--- src/rtl/mips_ctrl_pkg.sv ---
// Shared types and encodings for the multicycle MIPS main controller:
// state codes, opcodes, mux-select encodings and the packed control word.
package mips_ctrl_pkg;

    typedef enum logic [3:0] {
        S_FETCH  = 4'd0,
        S_DECODE = 4'd1,
        S_MEMADR = 4'd2,
        S_MEMRD  = 4'd3,
        S_MEMWB  = 4'd4,
        S_MEMWR  = 4'd5,
        S_EXEC   = 4'd6,
        S_ALUWB  = 4'd7,
        S_BRANCH = 4'd8,
        S_ADDIEX = 4'd9,
        S_ADDIWB = 4'd10,
        S_JUMP   = 4'd11
    } state_t;

    localparam logic [5:0] OP_RTYPE = 6'b000000;
    localparam logic [5:0] OP_LW    = 6'b100011;
    localparam logic [5:0] OP_SW    = 6'b101011;
    localparam logic [5:0] OP_BEQ   = 6'b000100;
    localparam logic [5:0] OP_ADDI  = 6'b001000;
    localparam logic [5:0] OP_J     = 6'b000010;

    localparam logic [1:0] SRCB_REG     = 2'b00;
    localparam logic [1:0] SRCB_FOUR    = 2'b01;
    localparam logic [1:0] SRCB_IMM     = 2'b10;
    localparam logic [1:0] SRCB_IMM_SH2 = 2'b11;

    localparam logic [1:0] ALU_ADD   = 2'b00;
    localparam logic [1:0] ALU_SUB   = 2'b01;
    localparam logic [1:0] ALU_FUNCT = 2'b10;

    localparam logic [1:0] PCSRC_ALU    = 2'b00;
    localparam logic [1:0] PCSRC_ALUOUT = 2'b01;
    localparam logic [1:0] PCSRC_JUMP   = 2'b10;

    typedef struct packed {
        logic       pc_write;
        logic       pc_write_cond;
        logic       i_or_d;
        logic       mem_read;
        logic       mem_write;
        logic       ir_write;
        logic       mem_to_reg;
        logic       reg_dst;
        logic       reg_write;
        logic       alu_src_a;
        logic [1:0] alu_src_b;
        logic [1:0] alu_op;
        logic [1:0] pc_source;
    } ctrl_t;

    // Control word held while in reset: every enable off, selects parked at their FETCH values.
    function automatic ctrl_t reset_ctrl();
        ctrl_t c;
        c           = '0;
        c.alu_src_b = SRCB_FOUR;
        c.alu_op    = ALU_ADD;
        c.pc_source = PCSRC_ALU;
        return c;
    endfunction

endpackage

--- src/rtl/mips_main_ctrl_if.sv ---
// Controller <-> datapath signal bundle. master = controller side, slave = datapath side.
interface mips_main_ctrl_if #(
    parameter int OPW = 6,
    parameter int STW = 4
);
    logic [OPW-1:0] opcode;
    logic           mem_ready;
    logic           pc_write;
    logic           pc_write_cond;
    logic           i_or_d;
    logic           mem_read;
    logic           mem_write;
    logic           ir_write;
    logic           mem_to_reg;
    logic           reg_dst;
    logic           reg_write;
    logic           alu_src_a;
    logic [1:0]     alu_src_b;
    logic [1:0]     alu_op;
    logic [1:0]     pc_source;
    logic           illegal_op;
    logic [STW-1:0] state_o;

    // Memory handshake: a request (mem_read/mem_write) is held stable until the cycle mem_ready=1 completes it.
    modport master (
        input  opcode, mem_ready,
        output pc_write, pc_write_cond, i_or_d, mem_read, mem_write, ir_write,
               mem_to_reg, reg_dst, reg_write, alu_src_a, alu_src_b, alu_op,
               pc_source, illegal_op, state_o
    );

    modport slave (
        output opcode, mem_ready,
        input  pc_write, pc_write_cond, i_or_d, mem_read, mem_write, ir_write,
               mem_to_reg, reg_dst, reg_write, alu_src_a, alu_src_b, alu_op,
               pc_source, illegal_op, state_o
    );
endinterface

--- src/rtl/mips_ctrl_outdec.sv ---
// Combinational state -> control-word decoder. Only the FETCH-cycle IR/PC loads look at mem_ready.
module mips_ctrl_outdec
    import mips_ctrl_pkg::*;
(
    input  state_t   state,
    input  logic     mem_ready,
    output ctrl_t    ctrl
);

    always_comb begin
        ctrl = '0;
        case (state)
            S_FETCH: begin
                ctrl.mem_read  = 1'b1;
                ctrl.i_or_d    = 1'b0;
                ctrl.alu_src_a = 1'b0;
                ctrl.alu_src_b = SRCB_FOUR;
                ctrl.alu_op    = ALU_ADD;
                ctrl.pc_source = PCSRC_ALU;
                ctrl.ir_write  = mem_ready;
                ctrl.pc_write  = mem_ready;
            end
            S_DECODE: begin
                ctrl.alu_src_a = 1'b0;
                ctrl.alu_src_b = SRCB_IMM_SH2;
                ctrl.alu_op    = ALU_ADD;
            end
            S_MEMADR, S_ADDIEX: begin
                ctrl.alu_src_a = 1'b1;
                ctrl.alu_src_b = SRCB_IMM;
                ctrl.alu_op    = ALU_ADD;
            end
            S_MEMRD: begin
                ctrl.mem_read = 1'b1;
                ctrl.i_or_d   = 1'b1;
            end
            S_MEMWB: begin
                ctrl.reg_write  = 1'b1;
                ctrl.reg_dst    = 1'b0;
                ctrl.mem_to_reg = 1'b1;
            end
            S_MEMWR: begin
                ctrl.mem_write = 1'b1;
                ctrl.i_or_d    = 1'b1;
            end
            S_EXEC: begin
                ctrl.alu_src_a = 1'b1;
                ctrl.alu_src_b = SRCB_REG;
                ctrl.alu_op    = ALU_FUNCT;
            end
            S_ALUWB: begin
                ctrl.reg_write  = 1'b1;
                ctrl.reg_dst    = 1'b1;
                ctrl.mem_to_reg = 1'b0;
            end
            S_BRANCH: begin
                ctrl.alu_src_a     = 1'b1;
                ctrl.alu_src_b     = SRCB_REG;
                ctrl.alu_op        = ALU_SUB;
                ctrl.pc_write_cond = 1'b1;
                ctrl.pc_source     = PCSRC_ALUOUT;
            end
            S_ADDIWB: begin
                ctrl.reg_write  = 1'b1;
                ctrl.reg_dst    = 1'b0;
                ctrl.mem_to_reg = 1'b0;
            end
            S_JUMP: begin
                ctrl.pc_write  = 1'b1;
                ctrl.pc_source = PCSRC_JUMP;
            end
            default: ctrl = '0;
        endcase
    end

endmodule

--- src/rtl/mips_main_ctrl.sv ---
// Multicycle MIPS main control FSM: state register, opcode-driven next state,
// and reset gating of the decoded control word.
module mips_main_ctrl
    import mips_ctrl_pkg::*;
#(
    parameter int OPW = 6,
    parameter int STW = 4
) (
    input  logic             clk,
    input  logic             rst_n,
    mips_main_ctrl_if.master bus
);

    state_t state;
    state_t state_next;
    logic   illegal;
    ctrl_t  word;
    ctrl_t  ctrl_out;
    logic   illegal_out;

    always_ff @(posedge clk or negedge rst_n) begin
        if (!rst_n) begin
            state <= S_FETCH;
        end else begin
            state <= state_next;
        end
    end

    always_comb begin
        state_next = S_FETCH;
        illegal    = 1'b0;
        case (state)
            S_FETCH:  state_next = bus.mem_ready ? S_DECODE : S_FETCH;
            S_DECODE: begin
                case (bus.opcode)
                    OPW'(OP_RTYPE):        state_next = S_EXEC;
                    OPW'(OP_LW), OPW'(OP_SW): state_next = S_MEMADR;
                    OPW'(OP_BEQ):          state_next = S_BRANCH;
                    OPW'(OP_ADDI):         state_next = S_ADDIEX;
                    OPW'(OP_J):            state_next = S_JUMP;
                    default: begin
                        state_next = S_FETCH;
                        illegal    = 1'b1;
                    end
                endcase
            end
            // Only lw and sw reach MEMADR, so anything other than sw is a load.
            S_MEMADR: state_next = (bus.opcode == OPW'(OP_SW)) ? S_MEMWR : S_MEMRD;
            S_MEMRD:  state_next = bus.mem_ready ? S_MEMWB : S_MEMRD;
            S_MEMWB:  state_next = S_FETCH;
            S_MEMWR:  state_next = bus.mem_ready ? S_FETCH : S_MEMWR;
            S_EXEC:   state_next = S_ALUWB;
            S_ALUWB:  state_next = S_FETCH;
            S_BRANCH: state_next = S_FETCH;
            S_ADDIEX: state_next = S_ADDIWB;
            S_ADDIWB: state_next = S_FETCH;
            S_JUMP:   state_next = S_FETCH;
            default:  state_next = S_FETCH;
        endcase
    end

    mips_ctrl_outdec u_outdec (
        .state     (state),
        .mem_ready (bus.mem_ready),
        .ctrl      (word)
    );

    // FETCH would otherwise request memory during reset; hold every enable off until release.
    always_comb begin
        ctrl_out    = word;
        illegal_out = illegal;
        if (!rst_n) begin
            ctrl_out    = reset_ctrl();
            illegal_out = 1'b0;
        end
    end

    assign bus.pc_write      = ctrl_out.pc_write;
    assign bus.pc_write_cond = ctrl_out.pc_write_cond;
    assign bus.i_or_d        = ctrl_out.i_or_d;
    assign bus.mem_read      = ctrl_out.mem_read;
    assign bus.mem_write     = ctrl_out.mem_write;
    assign bus.ir_write      = ctrl_out.ir_write;
    assign bus.mem_to_reg    = ctrl_out.mem_to_reg;
    assign bus.reg_dst       = ctrl_out.reg_dst;
    assign bus.reg_write     = ctrl_out.reg_write;
    assign bus.alu_src_a     = ctrl_out.alu_src_a;
    assign bus.alu_src_b     = ctrl_out.alu_src_b;
    assign bus.alu_op        = ctrl_out.alu_op;
    assign bus.pc_source     = ctrl_out.pc_source;
    assign bus.illegal_op    = illegal_out;
    assign bus.state_o       = STW'(state);

endmodule

--- src/flat_wrapper.sv ---
// flat-port wrapper written by rule: the top's interface ports become plain ports
module mips_main_ctrl_flat import mips_ctrl_pkg::*;
#(
    parameter int OPW = 6,
    parameter int STW = 4
)
  (clk, rst_n, bus_opcode, bus_mem_ready, bus_pc_write, bus_pc_write_cond, bus_i_or_d, bus_mem_read, bus_mem_write, bus_ir_write, bus_mem_to_reg, bus_reg_dst, bus_reg_write, bus_alu_src_a, bus_alu_src_b, bus_alu_op, bus_pc_source, bus_illegal_op, bus_state_o);
  mips_main_ctrl_if #(.OPW(OPW), .STW(STW)) bus_i ();
  input  logic clk;
  input  logic rst_n;
  input wire logic [$bits(bus_i.opcode)-1:0] bus_opcode;
  input wire logic [$bits(bus_i.mem_ready)-1:0] bus_mem_ready;
  output wire logic [$bits(bus_i.pc_write)-1:0] bus_pc_write;
  output wire logic [$bits(bus_i.pc_write_cond)-1:0] bus_pc_write_cond;
  output wire logic [$bits(bus_i.i_or_d)-1:0] bus_i_or_d;
  output wire logic [$bits(bus_i.mem_read)-1:0] bus_mem_read;
  output wire logic [$bits(bus_i.mem_write)-1:0] bus_mem_write;
  output wire logic [$bits(bus_i.ir_write)-1:0] bus_ir_write;
  output wire logic [$bits(bus_i.mem_to_reg)-1:0] bus_mem_to_reg;
  output wire logic [$bits(bus_i.reg_dst)-1:0] bus_reg_dst;
  output wire logic [$bits(bus_i.reg_write)-1:0] bus_reg_write;
  output wire logic [$bits(bus_i.alu_src_a)-1:0] bus_alu_src_a;
  output wire logic [$bits(bus_i.alu_src_b)-1:0] bus_alu_src_b;
  output wire logic [$bits(bus_i.alu_op)-1:0] bus_alu_op;
  output wire logic [$bits(bus_i.pc_source)-1:0] bus_pc_source;
  output wire logic [$bits(bus_i.illegal_op)-1:0] bus_illegal_op;
  output wire logic [$bits(bus_i.state_o)-1:0] bus_state_o;
  assign bus_i.opcode = bus_opcode;
  assign bus_i.mem_ready = bus_mem_ready;
  assign bus_pc_write = bus_i.pc_write;
  assign bus_pc_write_cond = bus_i.pc_write_cond;
  assign bus_i_or_d = bus_i.i_or_d;
  assign bus_mem_read = bus_i.mem_read;
  assign bus_mem_write = bus_i.mem_write;
  assign bus_ir_write = bus_i.ir_write;
  assign bus_mem_to_reg = bus_i.mem_to_reg;
  assign bus_reg_dst = bus_i.reg_dst;
  assign bus_reg_write = bus_i.reg_write;
  assign bus_alu_src_a = bus_i.alu_src_a;
  assign bus_alu_src_b = bus_i.alu_src_b;
  assign bus_alu_op = bus_i.alu_op;
  assign bus_pc_source = bus_i.pc_source;
  assign bus_illegal_op = bus_i.illegal_op;
  assign bus_state_o = bus_i.state_o;
  mips_main_ctrl #(.OPW(OPW), .STW(STW)) u_core (.clk(clk), .rst_n(rst_n), .bus(bus_i));
endmodule
--- config.mk ---
export PLATFORM = sky130hd
export DESIGN_NAME = mips_main_ctrl_flat
export DESIGN_NICKNAME = d
export VERILOG_FILES = /design/src/rtl/mips_ctrl_pkg.sv /design/src/rtl/mips_main_ctrl_if.sv /design/src/rtl/mips_ctrl_outdec.sv /design/src/rtl/mips_main_ctrl.sv /design/src/flat_wrapper.sv
export SDC_FILE = /design/constraint.sdc
export NUM_CORES = 1
export LEC_CHECK = 0
export ABC_AREA = 1
export CAP_MARGIN = 20
export CORE_MARGIN = 2
export CORE_UTILIZATION = 42
export DETAILED_ROUTE_END_ITERATION = 10
export PLACE_DENSITY = 0.89
export SYNTH_ARGS = -nofsm -noshare
export SYNTH_HDL_FRONTEND = slang
export SYNTH_HIERARCHICAL = 1
export SYNTH_SLANG_ARGS = --single-unit
--- constraint.sdc ---
create_clock -name clk -period 1.8 [get_ports clk]
set_input_delay 0.54 -clock clk [delete_from_list [all_inputs] [get_ports clk]]
set_output_delay 0.54 -clock clk [all_outputs]
set_load 0.02 [all_outputs]
==> run summary <==
The path class of the tightest hold or removal check is in -> async. The flow ran to the end, but the final reports show violations. The kind of end point of the critical path is an output pin.

The clock edge transition at the registers on the reported setup and hold paths is 0.05 ns. The first-pass detailed-route iteration total came out at 6. The highest clock rate came out at 0.505 GHz. The maximum number of pins on one net before global-route repair is 9. Walking the worst path, the cells encountered are buf_4 > nand2_1 > nand2_1 > nor2_1 > nand2_1 > inv_1 > buf_6. Setup repair after global routing could not meet its margin everywhere. After floorplanning, the core was divided into 14 placement rows. The average cell area after synthesis came out at 4.87 sq um. The post-detailed-route count of antenna-violating nets is 0. The number of ports placed on the die boundary is 30.

The delay contributed by the slowest stage of the critical path came out at around 0.44 ns. The leakage power total came out at 0.000863 uW. In this run, distinct cell masters in the synthesized netlist total 17. The worst setup path is launched from a flip-flop. Leaving out fill and tap cells, the most frequent cell in the layout is nand2_1. The checks that failed: setup timing. The count of synthesis-stage warnings from yosys is 6. TritonCTS built the clock tree.

The critical path is of the reg -> out type. In this run the clock root is driven by a clkbuf_4. The wire length per cell after detailed routing is 14.4 um. The number of input and output port buffers inserted came out at 29. The worst slew margin relative to its limit came out at 86.8%. The last weighted congestion value of the routability-driven placer is 0.878. The fraction of final layout cells sized beyond drive strength 1 came out at 50.0%. The final antenna diode count is 0.

The total routing usage reported by global routing is 26.1%. For this configuration, the core starts out at a cell density of 45.8%. The count of routing violations after the opening detailed-route iteration is 48. The layout overhead on the synthesized area came out at 90.1%.

The number of fillers in the final layout is between 90 and 100. The core region is approximately 1500 sq um. The placed wire-length estimate after detailed placement is 1630 um.

The startpoint identified for the worst register-to-register timing path is u_core/bus.state_o[1]. The die width is approximately 45 um. The count of clock tree sinks came out at 4. The total number of vias came out at about 1200. The maximum net fanout on the critical path is 5.

The total power draw is 1520 uW. The critical path data required time is ~1.3 ns. The most instantiated flip-flop cell in the synthesis netlist is dfrtp_1. The clock insertion delay at the later pin of the skew report is 0.25 ns. The slew of the pin with the lowest slew margin is 0.196 ns.

The post-synthesis async set-or-reset flop share came out at 100%. The final setup skew is between 0.01 and 0.015 ns. Global routing finished with a remaining overflow of 0. The gate count of the mapped netlist is 145. The first global-routing pass estimated 3910 um of wire. The net count reported at finish is 215. The die area came out at 2020 sq um. The final cycle utilization of the critical path is 110%. The maximum root-to-sink buffer count is 2. The slowest stage cell on the critical path is dfrtp_2. Of the synthesized area, sequential elements account for 14.2%. The post-route DRC violation count is 0. For this design the ratio of total power to cell area is approximately 1100 nW/um^2. The register with the most flip-flops in the layout has 4 of them. The vertical die dimension came out at 45.0 um.

Leaving out fill and tap cells, the most frequent cells in the layout are nand2_1 (38), buf_4 (32), inv_1 (26). The peak supply drop is 0.897 mV. The total count of hold-check failures in the final report is 0.

The cell area after technology mapping came out at 706 sq um. Yosys mapped a number of flops with a built-in enable equal to 0. Synthesis produced a netlist with a net count of between 150 and 200. The number of setup violations in the final report came out at 15. The number of vias per cell after detailed routing came out at 5.31.

The setup check on the worst reg-to-reg path leaves a slack of roughly 0.14 ns. The count of final max-slew check failures came out at 0. Among the stages of the critical path, the cell type that occurs most often is nand2_1. After layout, the minimum clock period comes to 1.98 ns. After layout, the worst setup slack is -0.181 ns. The initial antenna violation count is 0.

The synthesized design contains 4 register bits. The number of global-route vias before repair came out at ~1100. The worst register-to-register path has a depth of 10. The reported max-cap violation count came out at 0. TritonCTS created 3 clock buffers.

The worst-case hold slack came out at slightly above 0.4 ns. The data arrival time at the worst-slack endpoint is 1.44 ns. In this run the critical register-to-register path is captured at u_core/bus.state_o[2]. The CTS H-tree depth is 1. The routed wire length is around 3200 um.
==> how the worst max path moves through the flow <==
stage	start	slack (ns)	cells past startpoint	endpoint
6_report	u_core/bus.state_o[3]	-0.18	7	bus_alu_src_b[1]
3_3_place_gp	bus_opcode[2]	-0.88	8	bus_illegal_op
4_1_cts	u_core/bus.state_o[3]	-0.13	7	bus_illegal_op
2_1_floorplan	u_core/bus.state_o[0]	0.02	6	bus_illegal_op
5_1_grt	u_core/bus.state_o[3]	-0.23	7	bus_alu_src_b[1]
3_5_place_dp	bus_opcode[2]	-0.94	8	bus_illegal_op
==> critical path: cells and delay by family, from the launching register on <==
kind          cells  cell delay [ns]
buf+inv           3             0.33
flops             1             0.44
simple gates      4             0.43
==> per-layer routing <==
| layer | vias up | GRT usage [%] | wire length [um] |
|---|---|---|---|
| met3 | 28 | 4.00 | 251 |
| met5 | - | 0 | 0 |
| met4 | 0 | 15.3 | 183 |
| met2 | 81 | 52.6 | 1590 |
| met1 | 514 | 23.5 | 1150 |
| li1 | 545 | - | - |
==> synthesized netlist by cell type (2+ instances only) <==
library cell / instances / area share [%]
nand2_1: 46 / 24
inv_1: 33 / 18
nor2_1: 26 / 14
nand3_1: 10 / 7.1
dfrtp_1: 4 / 14
nand2_2: 4 / 3.5
nand4_1: 4 / 3.5
nor2_2: 4 / 3.5
o21ai_0: 3 / 2.1
buf_2: 2 / 1.4
inv_2: 2 / 1.1
nor2_4: 2 / 3.2
==> cells by family after synthesis <==
logic type,Yosys count,synth area share [%]
flip-flops,4,14.2
AO/OA/AOI/OAI,6,4.61
AND/OR/NAND/NOR,97,60.1
buffers and inverters,38,21.1
==> cell type report <==
type	count	area, sq um	area share, %
Clock buffer	3	22.5	1.68
Sequential cell	4	105	7.84
Timing Repair Buffer	59	483	36.0
Inverter	35	134	9.98
Tap cell	16	20.0	1.49
Multi-Input combinational cell	103	577	43.0
==> power breakdown <==
| part | internal [uW] | switching, uW | total [uW] | leakage (uW) |
|---|---|---|---|---|
| clock network | 75.2 | 46.0 | 121 | 0.0000138 |
| registers | 123 | 78.5 | 202 | 0.0000477 |
| logic | 532 | 664 | 1200 | 0.000802 |
==> metrics by stage <==
stage               instances  area [sq um]  util, %  worst slack [ns]  setup TNS [ns]
finish                    220          1340     87.0            -0.181           -1.21
global route              220          1340     87.0            -0.233           -2.19
CTS                       215          1180     76.7            -0.130          -0.829
detailed placement        205          1130     73.5            -0.940          -11.58
global placement          205          1130     73.5            -0.881          -11.15
floorplan                 145           706        -            0.0196               0
==> timing repair <==
item | CTS | global route
buffers inserted | 6 | 5
hold buffers | 0 | 0
resized for setup | 124 | 54
endpoints found under the setup margin | 21 | 17
cloned | 1 | 0
pin swaps | 11 | 19
(Power assumes the default switching activity.)
